[config.mk]
export PLATFORM = sky130hd
export DESIGN_NAME = braille_switch_capture
export DESIGN_NICKNAME = d
export VERILOG_FILES = /design/src/rtl/braille_switch_capture.sv
export SDC_FILE = /design/constraint.sdc
export NUM_CORES = 1
export LEC_CHECK = 0
export BUFFER_PORTS_ARGS = -buffer_cell sky130_fd_sc_hd__buf_2
export CORE_UTILIZATION = 32
export CTS_BUF_LIST = sky130_fd_sc_hd__clkbuf_8
export CTS_CLUSTER_SIZE = 28
export DETAILED_ROUTE_END_ITERATION = 8
export GPL_ROUTABILITY_DRIVEN = 0
export GPL_TIMING_DRIVEN = 0
export SETUP_SLACK_MARGIN = 0.02
export SLEW_MARGIN = 20
export SYNTH_ARGS = -nofsm -noshare
export SYNTH_HDL_FRONTEND = slang
export SYNTH_SLANG_ARGS = --single-unit
[constraint.sdc]
create_clock -name clk -period 2.5 [get_ports clk]
set_clock_uncertainty 0.2 [all_clocks]
set_input_delay 0.375 -clock clk [delete_from_list [all_inputs] [get_ports clk]]
set_output_delay 0.375 -clock clk [all_outputs]
set_load 0.005 [all_outputs]
[src/rtl/braille_switch_capture.sv]
// braille_switch_capture
// Synchronizes and debounces six raw Braille dot switches and a submit
// button, then captures the debounced dot pattern on each button press and
// holds it, with a valid flag, until the downstream decoder acknowledges it.
//
// Optional feature macro: BRAILLE_BLANK_REJECT_EN
//   defined   -> a press with an all-zero (blank) pattern is not captured;
//                the FSM waits for the button release instead.
//   undefined -> the blank pattern is captured like any other pattern.
//
// Debounce timing: a debounced value changes once its synchronized input has
// been stable for DEB_CYCLES cycles. The counter loads on the edge where it
// would reach DEB_CYCLES-1, so a button held from edge 0 raises valid on
// edge DEB_CYCLES+2.

module braille_switch_capture #(
  parameter int DEB_CYCLES = 16,
  parameter int CNT_W      = 8
) (
  input  logic       clk,
  input  logic       rst_n,
  input  logic [5:0] switch_raw,
  input  logic       enter_raw,
  input  logic       ack,
  output logic [5:0] switch,
  output logic       valid,
  output logic       busy
);

  // Counter value on which the next stable cycle completes the debounce
  localparam logic [CNT_W-1:0] CNT_LOAD = CNT_W'(DEB_CYCLES - 2);
  localparam logic [CNT_W-1:0] CNT_ZERO = {CNT_W{1'b0}};
  localparam logic [CNT_W-1:0] CNT_ONE  = {{(CNT_W-1){1'b0}}, 1'b1};

  typedef enum logic [1:0] {
    IDLE         = 2'b00,
    HOLD         = 2'b01,
    WAIT_RELEASE = 2'b10
  } state_t;

  // Synchronizer and debounce state
  logic [5:0]       sw_s1_r;
  logic [5:0]       sw_s2_r;
  logic [5:0]       sw_s2_prev_r;
  logic [5:0]       sw_db_r;
  logic [CNT_W-1:0] sw_cnt_r;
  logic             en_s1_r;
  logic             en_s2_r;
  logic             en_s2_prev_r;
  logic             en_db_r;
  logic             en_db_prev_r;
  logic [CNT_W-1:0] en_cnt_r;

  // Debounce next-state values
  logic [5:0]       sw_db_s;
  logic [CNT_W-1:0] sw_cnt_s;
  logic             en_db_s;
  logic [CNT_W-1:0] en_cnt_s;

  // Capture FSM and registered outputs
  state_t           state_r;
  state_t           state_s;
  logic [5:0]       switch_r;
  logic [5:0]       switch_s;
  logic             valid_r;
  logic             valid_s;
  logic             busy_r;
  logic             busy_s;
  logic             press_s;

  // Two-flop synchronizers plus the previous-cycle copy used for stability
  always_ff @(posedge clk or negedge rst_n) begin
    if (!rst_n) begin
      sw_s1_r      <= 6'b000000;
      sw_s2_r      <= 6'b000000;
      sw_s2_prev_r <= 6'b000000;
      en_s1_r      <= 1'b0;
      en_s2_r      <= 1'b0;
      en_s2_prev_r <= 1'b0;
    end else begin
      sw_s1_r      <= switch_raw;
      sw_s2_r      <= sw_s1_r;
      sw_s2_prev_r <= sw_s2_r;
      en_s1_r      <= enter_raw;
      en_s2_r      <= en_s1_r;
      en_s2_prev_r <= en_s2_r;
    end
  end

  // Vector-wide switch debounce: any bit moving restarts the count
  always_comb begin
    sw_db_s  = sw_db_r;
    sw_cnt_s = sw_cnt_r;
    if (sw_s2_r != sw_s2_prev_r) begin
      sw_cnt_s = CNT_ZERO;
    end else if (sw_s2_r != sw_db_r) begin
      if (sw_cnt_r == CNT_LOAD) begin
        sw_db_s  = sw_s2_r;
        sw_cnt_s = CNT_ZERO;
      end else begin
        sw_cnt_s = sw_cnt_r + CNT_ONE;
      end
    end else begin
      sw_cnt_s = CNT_ZERO;
    end
  end

  // Enter button debounce, same scheme on its own counter
  always_comb begin
    en_db_s  = en_db_r;
    en_cnt_s = en_cnt_r;
    if (en_s2_r != en_s2_prev_r) begin
      en_cnt_s = CNT_ZERO;
    end else if (en_s2_r != en_db_r) begin
      if (en_cnt_r == CNT_LOAD) begin
        en_db_s  = en_s2_r;
        en_cnt_s = CNT_ZERO;
      end else begin
        en_cnt_s = en_cnt_r + CNT_ONE;
      end
    end else begin
      en_cnt_s = CNT_ZERO;
    end
  end

  // Debounced values, counters and the edge-detect history register
  always_ff @(posedge clk or negedge rst_n) begin
    if (!rst_n) begin
      sw_db_r      <= 6'b000000;
      sw_cnt_r     <= CNT_ZERO;
      en_db_r      <= 1'b0;
      en_cnt_r     <= CNT_ZERO;
      en_db_prev_r <= 1'b0;
    end else begin
      sw_db_r      <= sw_db_s;
      sw_cnt_r     <= sw_cnt_s;
      en_db_r      <= en_db_s;
      en_cnt_r     <= en_cnt_s;
      en_db_prev_r <= en_db_r;
    end
  end

  // A press is the rising edge of the debounced enter button
  assign press_s = en_db_r & ~en_db_prev_r;

  // FSM state and registered outputs
  always_ff @(posedge clk or negedge rst_n) begin
    if (!rst_n) begin
      state_r  <= IDLE;
      switch_r <= 6'b000000;
      valid_r  <= 1'b0;
      busy_r   <= 1'b0;
    end else begin
      state_r  <= state_s;
      switch_r <= switch_s;
      valid_r  <= valid_s;
      busy_r   <= busy_s;
    end
  end

  // Next-state and next-output logic; presses outside IDLE are dropped
  always_comb begin
    state_s  = state_r;
    switch_s = switch_r;
    valid_s  = valid_r;
    busy_s   = busy_r;
    case (state_r)
      IDLE: begin
        if (press_s) begin
`ifdef BRAILLE_BLANK_REJECT_EN
          if (sw_db_r == 6'b000000) begin
            state_s = WAIT_RELEASE;
            valid_s = 1'b0;
            busy_s  = 1'b1;
          end else begin
            state_s  = HOLD;
            switch_s = sw_db_r;
            valid_s  = 1'b1;
            busy_s   = 1'b1;
          end
`else
          state_s  = HOLD;
          switch_s = sw_db_r;
          valid_s  = 1'b1;
          busy_s   = 1'b1;
`endif
        end else begin
          valid_s = 1'b0;
          busy_s  = 1'b0;
        end
      end
      HOLD: begin
        if (ack) begin
          valid_s = 1'b0;
          if (en_db_r) begin
            state_s = WAIT_RELEASE;
            busy_s  = 1'b1;
          end else begin
            state_s = IDLE;
            busy_s  = 1'b0;
          end
        end else begin
          valid_s = 1'b1;
          busy_s  = 1'b1;
        end
      end
      WAIT_RELEASE: begin
        valid_s = 1'b0;
        if (!en_db_r) begin
          state_s = IDLE;
          busy_s  = 1'b0;
        end else begin
          busy_s  = 1'b1;
        end
      end
      default: begin
        state_s = IDLE;
        valid_s = 1'b0;
        busy_s  = 1'b0;
      end
    endcase
  end

  assign switch = switch_r;
  assign valid  = valid_r;
  assign busy   = busy_r;

endmodule

* Word-level counts from Yosys, hierarchy flattened
Index checks and enable logic that the tools add are counted.
Cells by class: add/sub/neg operators 2, multipliers 0, div/mod/pow operators 0, $lt $le $gt $ge 0, equal/unequal tests 11, shifts and indexed selects 0, muxes and demuxes 17, bitwise operators 4, reductions and logical operators 5
Operator list (count):
- 2-to-1 mux 8 bit | 6
- adder 8 x 1 -> 8 bit, second input constant | 2
- == test 8 x 4 -> 1 bit, second input constant | 2
- != test 6 bit | 2
- AND reduction 3 bit | 3
- 2-to-1 mux 2 bit | 4
- != test 2 bit, second input constant | 3
- one-hot mux 2 bit (3 select lines) | 1
- 2-to-1 mux 1 bit | 4
- inverter 1 bit | 3
- one-hot mux 1 bit (3 select lines) | 1
- == test 2 x 1 -> 1 bit, second input constant | 1
- == test 2 bit, second input constant | 1
- zero test 2 bit | 1
- != test 1 bit | 2
- one-hot mux 1 bit (2 select lines) | 1
- AND reduction 2 bit | 1
- AND 1 bit | 1
Word-level totals: bits in registers 55, bits in latches 0, memory bits (writable) 0, memory bits (read-only) 0, input port bits 10, output and inout bits 8, word-level logic and storage cells 54, memories 0

* Logic depth before layout (Yosys ltp)
Gate-level depths: netlist (run 1).
depth in word-level cells 4, depth in mapped cells 6, mapped depth without buffers 5

* Least setup slack after synthesis (run 1)
No wires, ideal clock.
kind reg-to-reg, start register sw_s2_r[5], end register sw_db_r[0], setup time 125 ps, arrival time 1497 ps, data required time 2175 ps, path slack 678 ps, stages on the path, launching flop included 5, path buffers 0, clock period less this slack 1822 ps, cell sequence dfrtp_1 -> xor2_1 -> nor4_4 -> o2111a_4 -> mux2_2
Between the ends: cells in the longest elaborated chain, start to end 3, elaborated cells on any way between the ends 4, classes of those cells eq/ne (2); bitwise (1); reduce/logical (1)
Ends and longest elaborated chain:
- start, declared | RTL line 43 | logic [5:0] sw_s2_r;
- start signal, assigned | RTL line 82 | sw_s2_r <= sw_s1_r;
- != test 6 bit | RTL line 94 | if (sw_s2_r != sw_s2_prev_r) begin
- inverter 1 bit (no source line)
- AND reduction 3 bit (no source line) *
- end signal, assigned | RTL line 135 | sw_db_r <= sw_db_s;
- end, declared | RTL line 45 | logic [5:0] sw_db_r;
Every way passes the cells marked *; elsewhere a longest branch is shown, timed or not. A chain may end at the register's enable or synchronous reset.

* Worst setup path in the final report (run 1)
start register state_r[1], end register switch_r[4] (netlist: switch[4])
Between the ends: cells in the longest elaborated chain, start to end 2
Ends and longest elaborated chain:
- start, declared | RTL line 61 | state_t state_r;
- start signal, assigned | RTL line 154 | state_r <= state_s;
- zero test 2 bit | RTL line 167 | case (state_r)
- AND reduction 2 bit (no source line)
- end signal, assigned | RTL line 155 | switch_r <= switch_s;
- end, declared | RTL line 63 | logic [5:0] switch_r;
No other way between the ends.

==> metrics.txt, run 1 <==
CTS-repair resized insts 0; R2R Path Start state_r[1]$_DFFE_PN0P_; clock root buffer clkbuf_8; Remaining DRCs 0; all-layer global routing usage 9.800%; TritonCTS clock tree done; Post-synth EDFFs 0; final core occ 39.79%; Slowest cell on crit path nor4b_2; Die Footprint 0.007009 mm^2; placed wire-length estimate 1.972 mm; Slew @ Worst Pin 962.7 ps; H-tree depth 2; Via density 4.566; FP Rows 29; Slew headroom 35.65%; Required @ worst endpoint 2500 ps; Power Dens Cells 690.7 mW/mm^2; worst hold-check path type input port to flip-flop; dominant synthesized flop cell dfrtp_1; Skew-Pair Late Insertion Delay 310 ps; Iter 0 DRT Violations 33; final hold vios 0; fin crit period 2004 ps; fin nets 201; Vert. Die Dim 83.72 um; Worst VDD drop 0.3177 mV; area of placed instances 0.002321 mm^2; crit end category flip-flop; post-synth top area share 64.40%; post-synthesis sequential area ratio 64.40%; CP cell instances nor4b_2 > mux2_2; grt ovf 0; Post-Syn Nets 169; drt first pass iters 4; Num CTS Buffers 5; ANT cells 0; WL/cell 11.43 um; Yosys cell types 30; WP data arrival 2000 ps; Lkg Pwr 1.194 nW; post-CTS setup buffers 0; Initial Utilization 33.46%; # setup viols final 0; max-slew violations 0; Setup CP Type flip-flop to flip-flop; most common cell after layout, fill and taps aside dfrtp_1; Max FO, Critical Path 8; Synth async-reset ratio 100.0%; clock tree buffer depth 2; total number of vias 1210; min-delay src ack; Die W 83.72 um; outcome finished clean; antenna viol nets, final 0; vias in the first global route 1174; IO buf count 17; Core Area 0.006386 mm^2; Synth Register Bits 55; final WL 3.030 mm; IO Count 18; Post-Route Setup TNS 0 ps; mean post-synth cell area 13.79 um^2; nature of the critical path startpoint flip-flop; clk sinks 55; slowest stage delay, CP 860 ps; Post-Syn Instances 155; initial antenna violation count 0; clock slew at reported path FFs 100 ps; # placed instances 249; hold_buf cts 8; Final Instance Area 0.002541 mm^2; most frequent cells in the layout dfrtp_1, xor2_1, buf_2; Max-Cap Viols 0; share of cells above drive strength 1 22.34%; post-synthesis cell area 0.002137 mm^2; cell accounting for the most synthesized area dfrtp_1; Synth area leaders dfrtp_1, xor2_1, mux2_2, xnor2_1, ha_1; RSZ-0062 raised after global routing no; largest net degree at the start of global routing 56; Final Instance Count excl. Fillers 265; Yosys warnings 0; first-pass GRT wire length 5.430 mm; achievable clock frequency 499.1 MHz; area grow syn2layout 18.91%; Worst Setup SP state_r[1]$_DFFE_PN0P_; final period utilization 80.15%; Worst Hold Slack 73.90 ps
final timing paths:
kind	endpoint	slack (ps)	cells past startpoint
max	switch[4]$_DFFE_PN0P_	500	2
min	state_r[0]$_DFFE_PN0P_	70	2
max reg2reg	switch[4]$_DFFE_PN0P_	500	2
min reg2reg	sw_s2_r[4]$_DFF_PN0_	150	0
max in group asynchronous	en_cnt_r[4]$_DFF_PN0_	1230	2
min in group asynchronous	state_r[1]$_DFFE_PN0P_	440	2
registers in the layout, indices dropped and copies added, names as in the netlist, 2 cells and up:
| name | cells |
|---|---|
| state_r | 2 |
| sw_s2_r | 6 |
| sw_cnt_r | 8 |
| sw_s2_prev_r | 6 |
| sw_db_r | 6 |
| sw_s1_r | 6 |
| en_cnt_r | 8 |
| switch | 6 |
cells in the mapped netlist (2+ instances only):
master    number
and3_1         3
dfrtp_1       55
ha_1           4
inv_1          4
mux2_2        11
nand2_1        6
nand2b_1       2
nand3_1        2
nand4_1        5
nor2_1        10
nor3_1        10
o21ai_0        2
o21bai_1       2
xnor2_1        8
xor2_1        16
cell families after synthesis:
kind of cell | after synthesis | synth area share (%)
adders and majority gates | 4 | 2.342
and+or+nand+nor | 45 | 12.18
DFF | 55 | 64.40
AOI/OAI and AO/OA | 10 | 3.864
buffers and inverters | 5 | 1.054
muxes | 12 | 6.323
xor gates and xnor gates | 24 | 9.836
worst max-delay path, delay by kind of cell, from the launching register on:
kind	cells	cell delay (ps)
flip-flops	1	420
multiplexers	1	410
AND/OR/NAND/NOR	1	860
where the power goes:
part / total [W] / switching (W) / internal (W)
Clock: 0.000701 / 0.000294 / 0.000406
Combinational: 0.000108 / 0.0000580 / 0.0000503
Sequential: 0.000946 / 0.0000239 / 0.000922
Total: 0.00176 / 0.000376 / 0.00138
through the flow:
stage,setup WS (ps),power (W)
detailed placement,525.2,0.001066
finish,496.2,0.001755
global placement,516.2,0.001064
CTS,490.5,0.001778
global route,412.2,0.001831
floorplan,678.1,0.001019
routing by layer:
metal / GRT usage (%) / routed length [um] / vias to the layer above
met4: 4.160 / 47 / 0
li1: - / - / 590
met3: 3.264 / 133 / 4
met2: 14.71 / 1292 / 22
met1: 12.98 / 1556 / 594
met5: 0 / 0 / -
area by class of cell:
type / instances / area (um^2)
multi-input combinational: 95 / 738.2
timing repair buffer: 25 / 167.7
buffer: 1 / 7.507
clock inverter: 3 / 71.32
clock buffer: 5 / 68.82
fill: 635 / 3845
tap: 77 / 96.34
inverter: 4 / 15.01
sequential: 55 / 1376
Power figures use the tool's default switching activity.
==> run 2, diff against run 1 <==
Clock period 2.5 ns to 1.7 ns, I/O delays scaled along.
==> run 2 against run 1 <==
Effect of this change:
- final cell count increased by 5.3%
- register-to-register slack worse by 670 ps
- critical path depth is 2 higher
- the flow now finishes with violations (setup timing)
- cell area rose by 6.6%
- largest power group unchanged
- global-route usage is 0.62 points higher
- flip-flop and latch count is the same
- non-clock buffer count is 14 higher
- total power is 39% higher
- fmax rose by 6.7%
- setup slack got worse by 670 ps
- clock power is 22% higher
- clock-buffer cell count unchanged
==> metrics.txt, run 2 (same netlist as run 1, synthesis figures left out) <==
outcome finished, violations left; failing checks setup timing; max-slew violations 0; final period utilization 110.5%; sw frac 22.42%; Final Instance Area 0.002710 mm^2; pre-CTS setup slack -333.9 ps; ANT cells 0; area grow syn2layout 26.82%; Initial Utilization 33.46%; final WL 3.343 mm; cell internal pwr 0.001886 W; drt first pass iters 4; Vert. Die Dim 83.72 um; Max FO, Critical Path 6; IO Count 18; Remaining DRCs 0; P_sw 0.0005450 W; clock network fraction of total power 35.0%; final hold vios 0; H-tree depth 2; Final Instance Count excl. Fillers 279; Setup CP Type flip-flop to flip-flop; Critical R2R Capture sw_db_r[4]$_DFFE_PN0P_; Num CTS Buffers 5; Iter 0 DRT Violations 47; Regs by FF count en_cnt_r: 8 flops, sw_cnt_r: 8 flops; Min-Delay Path Depth 0; sequential power share 57.4%; all-layer global routing usage 10.42%; crit end category flip-flop; Skew-Pair Late Insertion Delay 300 ps; grt ovf 0; reg-to-reg slack, setup -180 ps; antenna viol nets, final 0; min-delay src sw_s1_r[0]$_DFF_PN0_; Required @ worst endpoint 1700 ps; R2R Path Start sw_s2_r[5]$_DFF_PN0_; clock slew at reported path FFs 100 ps; initial antenna violation count 0; # setup viols final 6; Slew headroom 54.49%; Min-Delay Endpoint sw_s2_r[0]$_DFF_PN0_; Power Dens Cells 897.1 mW/mm^2; RSZ-0062 raised after global routing yes; nature of the critical path startpoint flip-flop; area of placed instances 0.002328 mm^2; IO buf count 17; combinational fraction of design power 7.5%; fin nets 215; clock root buffer clkbuf_8; WL/cell 11.98 um; most frequent cells in the layout dfrtp_1, buf_2, xor2_1, buf_4; placed wire-length estimate 2.013 mm; Worst Setup SP sw_s2_r[5]$_DFF_PN0_; total power 0.002431 W; vias in the first global route 1249; Die Footprint 0.007009 mm^2; first-pass GRT wire length 5.816 mm; Worst VDD drop 0.4800 mV; Die W 83.72 um; clk sinks 55; largest net degree at the start of global routing 56; clock tree buffer depth 2; Slew @ Worst Pin 682.7 ps; most common cell after layout, fill and taps aside dfrtp_1; total number of vias 1273; Max-Cap Viols 0; worst hold-check path type flip-flop to flip-flop; Lkg Pwr 1.263 nW; TritonCTS clock tree done; share of cells above drive strength 1 33.66%; Post-Route Setup TNS -1049 ps; achievable clock frequency 532.5 MHz; # placed instances 249; WP data arrival 1870 ps; setup ws final -177.8 ps; Via density 4.563; r2r worst-path depth 4; Core Area 0.006386 mm^2; FP Rows 29; fin crit period 1878 ps
[run 2: cell types whose count changed in the layout (fill, tap and decap cells not counted), sizes merged]
cell | before | now
buf | 18 | 31
bufinv | 2 | 1
dlygate4sd3 | 8 | 9
inv | 5 | 6
[run 2: what timing repair did]
| item | in CTS | in global routing |
|---|---|---|
| buffers inserted | 2 | 11 |
| endpoints found under the hold margin | 64 | 0 |
| gates cloned | 0 | 0 |
| gates resized for setup | 14 | 6 |
| endpoints found under the setup margin | 23 | 22 |
| pin swaps | 10 | 4 |
| hold buffers | 9 | 0 |
[run 2: metal layers]
metal	GRT usage [%]	vias up	wire, um
li1	-	615	-
met1	14.16	633	1645
met2	15.67	20	1542
met3	2.770	5	102
met4	4.622	0	53
met5	0	-	0
[run 2: how the worst max path moves through the flow]
stage	end	slack, ps
after global routing	sw_db_r[2]$_DFFE_PN0P_	-230
final	sw_db_r[4]$_DFFE_PN0P_	-180
after floorplan	sw_db_r[0]$_DFFE_PN0P_	-90
after global placement	switch[4]$_DFFE_PN0P_	-340
after CTS	sw_db_r[0]$_DFFE_PN0P_	-210
after detailed placement	switch[5]$_DFFE_PN0P_	-330
[run 2: worst max-delay path, stage by stage (launching register included)]
cell	delay [ps]
dfrtp_2	450
xor2_2	170
nor4_4	300
o2111a_4	330
mux2_4	310
[run 2: power groups by stage]
stage / Clock (W) / Sequential (W) / Combinational, W
after detailed placement: 0 / 0.00142 / 0.000152
after CTS: 0.000884 / 0.00140 / 0.000179
after floorplan: 0 / 0.00141 / 0.0000885
final: 0.000852 / 0.00140 / 0.000183
after global routing: 0.000929 / 0.00141 / 0.000205
after global placement: 0 / 0.00142 / 0.000150
[run 2: stage by stage]
stage	utilization (%)	hold WS, ps
2_1_floorplan	-	-240.6
3_3_place_gp	36.42	131.2
3_5_place_dp	36.46	134.7
4_1_cts	40.87	158.7
5_1_grt	42.44	163.5
6_report	42.44	155.5
[run 2: area by class of cell]
cell class,instances,area (um^2)
clock inverters,3,42.54
well taps,77,96.34
multi-input cells,95,820.8
fillers,592,3676
clock buffers,5,68.82
inverters,4,15.01
repair buffers,39,275.3
flip-flops and latches,55,1380
plain buffers,1,11.26
